## src/rtl/cmd_interp_ctrl_pkg.sv

```systemverilog
// Shared definitions for the calculator command interpreter.
// Holds the opcode constants, error status codes, status bit positions
// and the control FSM state encoding used by cmd_interp_ctrl and calc_alu.
package cmd_interp_ctrl_pkg;

  // Opcodes (ASCII operator characters)
  localparam logic [7:0] OpAdd = 8'h2B;  // '+'
  localparam logic [7:0] OpSub = 8'h2D;  // '-'
  localparam logic [7:0] OpMul = 8'h2A;  // '*'
  localparam logic [7:0] OpAnd = 8'h26;  // '&'
  localparam logic [7:0] OpOr  = 8'h7C;  // '|'
  localparam logic [7:0] OpXor = 8'h5E;  // '^'

  // Error status codes; bit 7 flags an error
  localparam logic [7:0] StatusBadOp   = 8'h81;
  localparam logic [7:0] StatusTimeout = 8'h82;

  // Success status bit positions
  localparam int unsigned StatusCarryBit = 0;
  localparam int unsigned StatusZeroBit  = 1;

  typedef enum logic [2:0] {
    StIdle,
    StGetA,
    StGetB,
    StExec,
    StOut,
    StErr
  } state_e;

  function automatic logic is_legal_op(input logic [7:0] op);
    return (op == OpAdd) || (op == OpSub) || (op == OpMul) ||
           (op == OpAnd) || (op == OpOr)  || (op == OpXor);
  endfunction

endpackage

```

## src/rtl/calc_alu.sv

```systemverilog
// Purely combinational 8-bit calculator ALU.
// Ports:
//   op     - opcode byte (one of the legal opcodes)
//   a, b   - operands
//   result - low 8 bits of the operation
//   carry  - carry (add), borrow (sub), high-byte-nonzero (mul), 0 for logic ops
//   zero   - result == 0
module calc_alu
  import cmd_interp_ctrl_pkg::*;
(
  input  logic [7:0] op,
  input  logic [7:0] a,
  input  logic [7:0] b,
  output logic [7:0] result,
  output logic       carry,
  output logic       zero
);

  logic [8:0]  sum;
  logic [15:0] prod;

  always_comb begin
    sum    = {1'b0, a} + {1'b0, b};
    prod   = 16'(a) * 16'(b);
    result = 8'h00;
    carry  = 1'b0;
    case (op)
      OpAdd: begin
        result = sum[7:0];
        carry  = sum[8];
      end
      OpSub: begin
        result = a - b;
        carry  = (a < b);
      end
      OpMul: begin
        result = prod[7:0];
        carry  = (prod[15:8] != 8'h00);
      end
      OpAnd:   result = a & b;
      OpOr:    result = a | b;
      OpXor:   result = a ^ b;
      default: ;
    endcase
    zero = (result == 8'h00);
  end

endmodule

```

## src/rtl/cmd_interp_ctrl.sv

```systemverilog
// Command-interpreter control stage of the calculator.
// Accepts opcode, operand A and operand B bytes, executes the operation and
// drives the downstream output register: result on res/load1, status on
// status/load2. Bad opcodes and stalled commands end in an error status
// without touching res.
// Ports:
//   clk, rst          - clock, asynchronous active-low reset
//   rx_data, rx_valid - incoming byte stream
//   rx_ready          - byte accepted when rx_valid && rx_ready
//   res, status       - result / status bytes (downstream in1 / in2)
//   load1, load2      - one-cycle load strobes for res / status
//   busy              - high whenever not idle
module cmd_interp_ctrl
  import cmd_interp_ctrl_pkg::*;
#(
  parameter int unsigned TIMEOUT_CYC = 1000000
) (
  input  logic       clk,
  input  logic       rst,
  input  logic [7:0] rx_data,
  input  logic       rx_valid,
  output logic       rx_ready,
  output logic [7:0] res,
  output logic [7:0] status,
  output logic       load1,
  output logic       load2,
  output logic       busy
);

  localparam int unsigned CntW = (TIMEOUT_CYC > 2) ? $clog2(TIMEOUT_CYC) : 1;
  localparam logic [CntW-1:0] CntMax = CntW'(TIMEOUT_CYC - 1);

  state_e          state_q, state_d;
  logic [7:0]      op_q, op_d;
  logic [7:0]      a_q, a_d;
  logic [7:0]      b_q, b_d;
  logic [CntW-1:0] cnt_q, cnt_d;
  logic [7:0]      res_q, res_d;
  logic [7:0]      status_q, status_d;

  logic       accept;
  logic [7:0] alu_result;
  logic       alu_carry;
  logic       alu_zero;

  calc_alu u_alu (
    .op     (op_q),
    .a      (a_q),
    .b      (b_q),
    .result (alu_result),
    .carry  (alu_carry),
    .zero   (alu_zero)
  );

  // Handshake and strobes decode from state only, so there is no
  // combinational path from rx_valid to rx_ready.
  always_comb begin
    rx_ready = (state_q == StIdle) || (state_q == StGetA) || (state_q == StGetB);
    busy     = (state_q != StIdle);
    load1    = (state_q == StOut);
    load2    = (state_q == StOut) || (state_q == StErr);
    res      = res_q;
    status   = status_q;
  end

  assign accept = rx_valid && rx_ready;

  always_comb begin
    state_d  = state_q;
    op_d     = op_q;
    a_d      = a_q;
    b_d      = b_q;
    cnt_d    = cnt_q;
    res_d    = res_q;
    status_d = status_q;
    unique case (state_q)
      StIdle: begin
        cnt_d = '0;
        if (accept) begin
          if (is_legal_op(rx_data)) begin
            op_d    = rx_data;
            state_d = StGetA;
          end else begin
            status_d = StatusBadOp;
            state_d  = StErr;
          end
        end
      end
      StGetA, StGetB: begin
        // A byte arriving in the expiry cycle takes priority over the timeout
        if (accept) begin
          cnt_d = '0;
          if (state_q == StGetA) begin
            a_d     = rx_data;
            state_d = StGetB;
          end else begin
            b_d     = rx_data;
            state_d = StExec;
          end
        end else if (cnt_q == CntMax) begin
          status_d = StatusTimeout;
          state_d  = StErr;
        end else begin
          cnt_d = cnt_q + 1'b1;
        end
      end
      StExec: begin
        res_d                   = alu_result;
        status_d                = 8'h00;
        status_d[StatusCarryBit] = alu_carry;
        status_d[StatusZeroBit]  = alu_zero;
        state_d                 = StOut;
      end
      StOut:   state_d = StIdle;
      StErr:   state_d = StIdle;
      default: state_d = StIdle;
    endcase
  end

  always_ff @(posedge clk or negedge rst) begin
    if (!rst) begin
      state_q  <= StIdle;
      op_q     <= 8'h00;
      a_q      <= 8'h00;
      b_q      <= 8'h00;
      cnt_q    <= '0;
      res_q    <= 8'h00;
      status_q <= 8'h00;
    end else begin
      state_q  <= state_d;
      op_q     <= op_d;
      a_q      <= a_d;
      b_q      <= b_d;
      cnt_q    <= cnt_d;
      res_q    <= res_d;
      status_q <= status_d;
    end
  end

endmodule
```

## config.mk

```make
export PLATFORM = sky130hd
export DESIGN_NAME = cmd_interp_ctrl
export DESIGN_NICKNAME = d
export VERILOG_FILES = /design/src/rtl/cmd_interp_ctrl_pkg.sv /design/src/rtl/calc_alu.sv /design/src/rtl/cmd_interp_ctrl.sv
export SDC_FILE = /design/constraint.sdc
export NUM_CORES = 1
export LEC_CHECK = 0
export BUFFER_PORTS_ARGS = -buffer_cell sky130_fd_sc_hd__buf_2
export CORE_AREA = 2 2 102 104
export CTS_BUF_LIST = sky130_fd_sc_hd__clkbuf_2 sky130_fd_sc_hd__clkbuf_4 sky130_fd_sc_hd__clkbuf_8
export DETAILED_ROUTE_END_ITERATION = 16
export DIE_AREA = 0 0 104 106
export PLACE_DENSITY = 0.78
export SYNTH_ARGS = -nofsm -noshare
export SYNTH_HDL_FRONTEND = slang
export SYNTH_SLANG_ARGS = --single-unit
```

## constraint.sdc

```tcl
create_clock -name clk -period 10.3 [get_ports clk]
set_input_delay 2.06 -clock clk [delete_from_list [all_inputs] [get_ports clk]]
set_output_delay 2.06 -clock clk [all_outputs]
set_load 0.02 [all_outputs]
```

## After elaboration in Yosys (flattened, before gate mapping)

Cells that the tools add are included.

- Input port bits: 11
- Flip-flop bits (word level): 63
- Logic and storage cells: 78

- Mux-type cells: 16
- Bitwise operators: 4
- Reductions and logical operators: 22
- Equal/unequal tests: 24
- Magnitude comparators: 1
- $mul: 1
- $add $sub $neg: 3

Operators by type and width:

| cell | number |
|---|---|
| == test 8 x 6 -> 1 bit, second input constant | 8 |
| case mux 8 bit (6 select lines) | 1 |
| 2-to-1 mux 20 bit | 2 |
| case mux 20 bit (2 select lines) | 1 |
| == test 8 x 7 -> 1 bit, second input constant | 4 |
| 2-to-1 mux 8 bit | 4 |
| case mux 8 bit (3 select lines) | 1 |
| adder 20 x 1 -> 20 bit, second input constant | 1 |
| == test 20 bit, second input constant | 1 |
| multiplier 8 x 8 -> 16 bit | 1 |
| 2-to-1 mux 3 bit | 4 |
| adder 8 x 8 -> 9 bit | 1 |
| case mux 3 bit (3 select lines) | 1 |
| AND reduction 3 bit | 3 |
| bitwise AND 8 bit | 1 |
| logical NOT 8 bit | 1 |
| logical OR 1 bit | 8 |
| less-than comparator 8 bit | 1 |
| != test 2 bit, second input constant | 4 |
| OR 8 bit | 1 |
| nonzero test 8 bit | 1 |
| subtractor 8 bit | 1 |
| bitwise XOR 8 bit | 1 |
| == test 3 x 2 -> 1 bit, second input constant | 2 |
| other kinds (13) | 17 |

## Logic depth before layout (Yosys ltp)

- Word-level depth: 9
- Gate-level depth with buffers: 18
- Depth with buffers taken out: 18

## Hierarchy

A second synthesis with hierarchy kept.

- Cells, all modules: 647
- Area total of the unflattened synthesis: 5908.2 µm²

Modules (own cells, without submodules):

| module | cells an instance | instances | area an instance (µm²) | seq. area each (µm²) |
|---|---|---|---|---|
| calc_alu | 405 | 1 | 3178.0 | 0.0 |
| cmd_interp_ctrl | 242 | 1 | 2730.1 | 1451.4 |

## Least setup slack after synthesis

Ideal clock, no wire load.

- Kind: reg-to-reg
- Start point: register a_q[4]
- End point: register status_q[0], in the netlist status[0]
- Clock period less this slack: 4.455 ns
- Stages on the path, launching flop included: 17
- Setup time: 0.136 ns
- Path buffers: 0
- Slack: 5.845 ns
- Data arrival time: 4.319 ns
- Data required time: 10.164 ns
- Cell sequence: dfrtp_1 -> ha_1 -> fa_1 -> inv_1 -> fa_1 -> fa_1 -> fa_1 -> inv_1 -> ha_1 -> nand3_1 -> o211ai_1 -> mux2i_1 -> o32a_1 -> o21ai_0 -> o31ai_1 -> nor4_1 -> o211ai_1

- Word-level cells in the longest chain between the ends: 4
- Elaborated cells between the ends (all ways): 6
- Classes of those cells: add/sub: 1; mul: 1; order compare: 1; mux: 2; reduce/logical: 1

Ends and longest elaborated chain:

| element | RTL line | source |
|---|---|---|
| from (decl) | cmd_interp_ctrl.sv:35 | `logic [7:0] a_q, a_d;` |
| from (signal assigned) | cmd_interp_ctrl.sv:124 | `a_q <= 8'h00;` |
| from (signal assigned) | cmd_interp_ctrl.sv:132 | `a_q <= a_d;` |
| multiplier 8 x 8 -> 16 bit | calc_alu.sv:24 | `prod = 16'(a) * 16'(b);` |
| nonzero test 8 bit | calc_alu.sv:38 | `carry = (prod[15:8] != 8'h00);` |
| case mux 1 bit (3 select lines) * | calc_alu.sv:27 | `case (op)` |
| case mux 8 bit (3 select lines) * | cmd_interp_ctrl.sv:76 | `unique case (state_q)` |
| to (signal assigned) | cmd_interp_ctrl.sv:136 | `status_q <= status_d;` |
| to (decl) | cmd_interp_ctrl.sv:39 | `logic [7:0] status_q, status_d;` |

Every way passes the cells marked *; elsewhere a longest branch is shown, timed or not.
A chain may end at the register's enable or synchronous reset.

## Final worst setup path

- Start point: register a_q[5]
- End point: register status_q[0], in the netlist status[0]

The elaborated chain is that of the path after synthesis.

==> results.ini <==
[timing]
rsz0062_at_grt=no
setup_viol=0
min_period_over_period_pct=51.9
worst_pin_slew_ns=0.962
final.setup.tns_ns=0
period_minus_slack_ns=5.35
skew_ns=0.0141
fin_hold_ws_ns=0.472
maxSlewViolCount=0
slew_headroom_pct=35.3
hold_violations=0
fmax_mhz=187

[cells_and_area]
nFillCells=882
fin_nets=827
syn_to_final_growth_pct=6.98
antenna_cells=0
final_layout_size_suffix_gt1_share_pct=8.73
final_cells=858
final_common_cell=nand2_1
final_cell_mix=nand2_1, inv_1, nor2_1, o21ai_0, ha_1
fin_util_pct=62.9

[worst_setup_path]
cp_data_required_time_ns=10.49
cp-end-kind=flop
r2r_start=a_q[5]$_DFFE_PN0P_
reg2reg_slack_ns=4.95
startpoint_type=flop
worstRegToRegCells=17
arrival_ns=5.54
startpoint=a_q[5]$_DFFE_PN0P_
worstSetupPathType=reg -> reg
reg2reg_to=status[0]$_DFFE_PN0P_
crit_path_max_fanout=6

[floorplanning]
core_area_um2=10000
die_x_um=104
start_util_pct=58.8
dieArea_um2=11000
die_y_um=106
ios=31
core.rowCount=37

[hold_path]
holdPathStages=1
min_path_type=reg -> reg
holdPathEnd=cnt_q[19]$_DFFE_PN0P_
min-delay-start=cnt_q[19]$_DFFE_PN0P_

[yosys]
synth.distinct_cells=66
synth_edf_count=0
synth_area_leaders=dfrtp_1, ha_1, fa_1
avgSynthCellArea_um2=8.39
synthesis.area_um2=5880
yosysSeqAreaShare_pct=24.7
syn_inst=700
synth_flop_cell=dfrtp_1
synth_top_cell_by_area=dfrtp_1
ys_seq_elements=58
yosysWarnings=0
async_flop_share_pct=100
yosys.area.top_type_share_pct=24.7

[global_routing]
grt_antenna_before_repair=0
grt_pass1_vias=4891
overflow=0
grt_use_total_pct=28.0
grt_pass1_wl_mm=24.6
grt_max_degree=59

[clocking]
cts_buffers=9
clockRootBuffer=clkbuf_8
ctsHoldBuffers=0
clockBufferDepth=2
cts_num_sinks=58
clk_latency_ns=0.34
path_clk_slew_ns=0.08
cts_resized=0
ctsHtreeMaxLevel=3
cts_tree=built
cts_setup_buffers=0

[route]
drc=0
drtAntennaViolNets=0
drt-total-wl_mm=14.7
drt-pass1-iter-count=5
vias=5066
wire_per_inst_um=17.1
drtIter0Drc=352
viasPerCell=5.90

[placement]
dp.cells=842
numPortBuffers=25
dp_hpwl_mm=11.3
place_congestion=0.980

[flow_run]
max-cap-violations=0

[run_status]
outcome=finished, final reports clean

-- routing by layer --
layer,global-route usage (%),wire [um],part of all wire (%)
met5,0,0,0
met4,7.53,340,2.3
met1,38.0,6280,43
met2,47.1,7210,49
met3,4.35,831,5.7
-- per-stage QoR --
step	cell area, um2	setup slack, ns
3_5_place_dp	6070	5.04
6_report	6290	4.95
5_1_grt	6290	4.75
2_1_floorplan	5890	5.84
3_3_place_gp	6070	5.17
4_1_cts	6290	4.99
-- logic make-up after synthesis --
| group | after synthesis | synth area share (%) |
|---|---|---|
| AO/OA/AOI/OAI | 164 | 17.7 |
| flip-flops | 58 | 24.7 |
| buffers and inverters | 110 | 7.86 |
| XOR/XNOR | 9 | 1.34 |
| other | 1 | 0.0638 |
| multiplexers | 9 | 1.66 |
| AND/OR/NAND/NOR | 250 | 20.7 |
| adder cells (fa/ha/maj) | 99 | 25.9 |
-- worst max-delay path, stage by stage (launching register included) --
cell and delay, ns:
dfrtp_1 0.46, inv_1 0.30, nor2_1 0.10, fa_1 0.51
inv_1 0.05, fa_1 0.47, fa_1 0.52, fa_1 0.55
inv_1 0.04, ha_1 0.37, nand3_1 0.11, o211ai_1 0.33
mux2i_1 0.14, o32a_1 0.18, o21ai_0 0.19, o31ai_1 0.11
nor4_1 0.57, o211ai_1 0.17
-- worst max-delay path by stage --
stage / slack [ns] / to
finish: 4.95 / status[0]$_DFFE_PN0P_
global route: 4.75 / status[0]$_DFFE_PN0P_
CTS: 4.99 / status[0]$_DFFE_PN0P_
detailed placement: 5.04 / status[0]$_DFFE_PN0P_
global placement: 5.17 / status[0]$_DFFE_PN0P_
floorplan: 5.84 / status[0]$_DFFE_PN0P_
-- flip-flops by register name, summed over array words and instances (netlist names) --
register / cells
a_q: 8
b_q: 8
cnt_q: 20
op_q: 8
res: 8
state_q: 3
status: 3
-- cell type report --
type / instances / area (um2) / area share (%)
clock buffers: 11 / 151 / 2.41
clock inverters: 5 / 62.6 / 0.995
inverters: 83 / 312 / 4.96
multi-input cells: 536 / 3980 / 63.4
flip-flops and latches: 58 / 1450 / 23.1
well taps: 136 / 170 / 2.71
repair buffers: 29 / 155 / 2.47
-- Yosys cell counts, types with 6 or more instances --
cell	instances
a211oi_1	7
a21o_1	6
a21oi_1	24
a31oi_1	6
and3_1	9
buf_2	6
clkbuf_1	13
dfrtp_1	58
fa_1	38
ha_1	61
inv_1	80
mux2_2	6
nand2_1	89
nand3_1	11
nor2_1	70
nor2b_1	11
nor3_1	11
o211ai_1	6
o21ai_0	67
o31ai_1	7
Power is left out: the tool's default activity adds up to more than one toggle a clock period on the data nets, which glitch-free logic cannot reach.
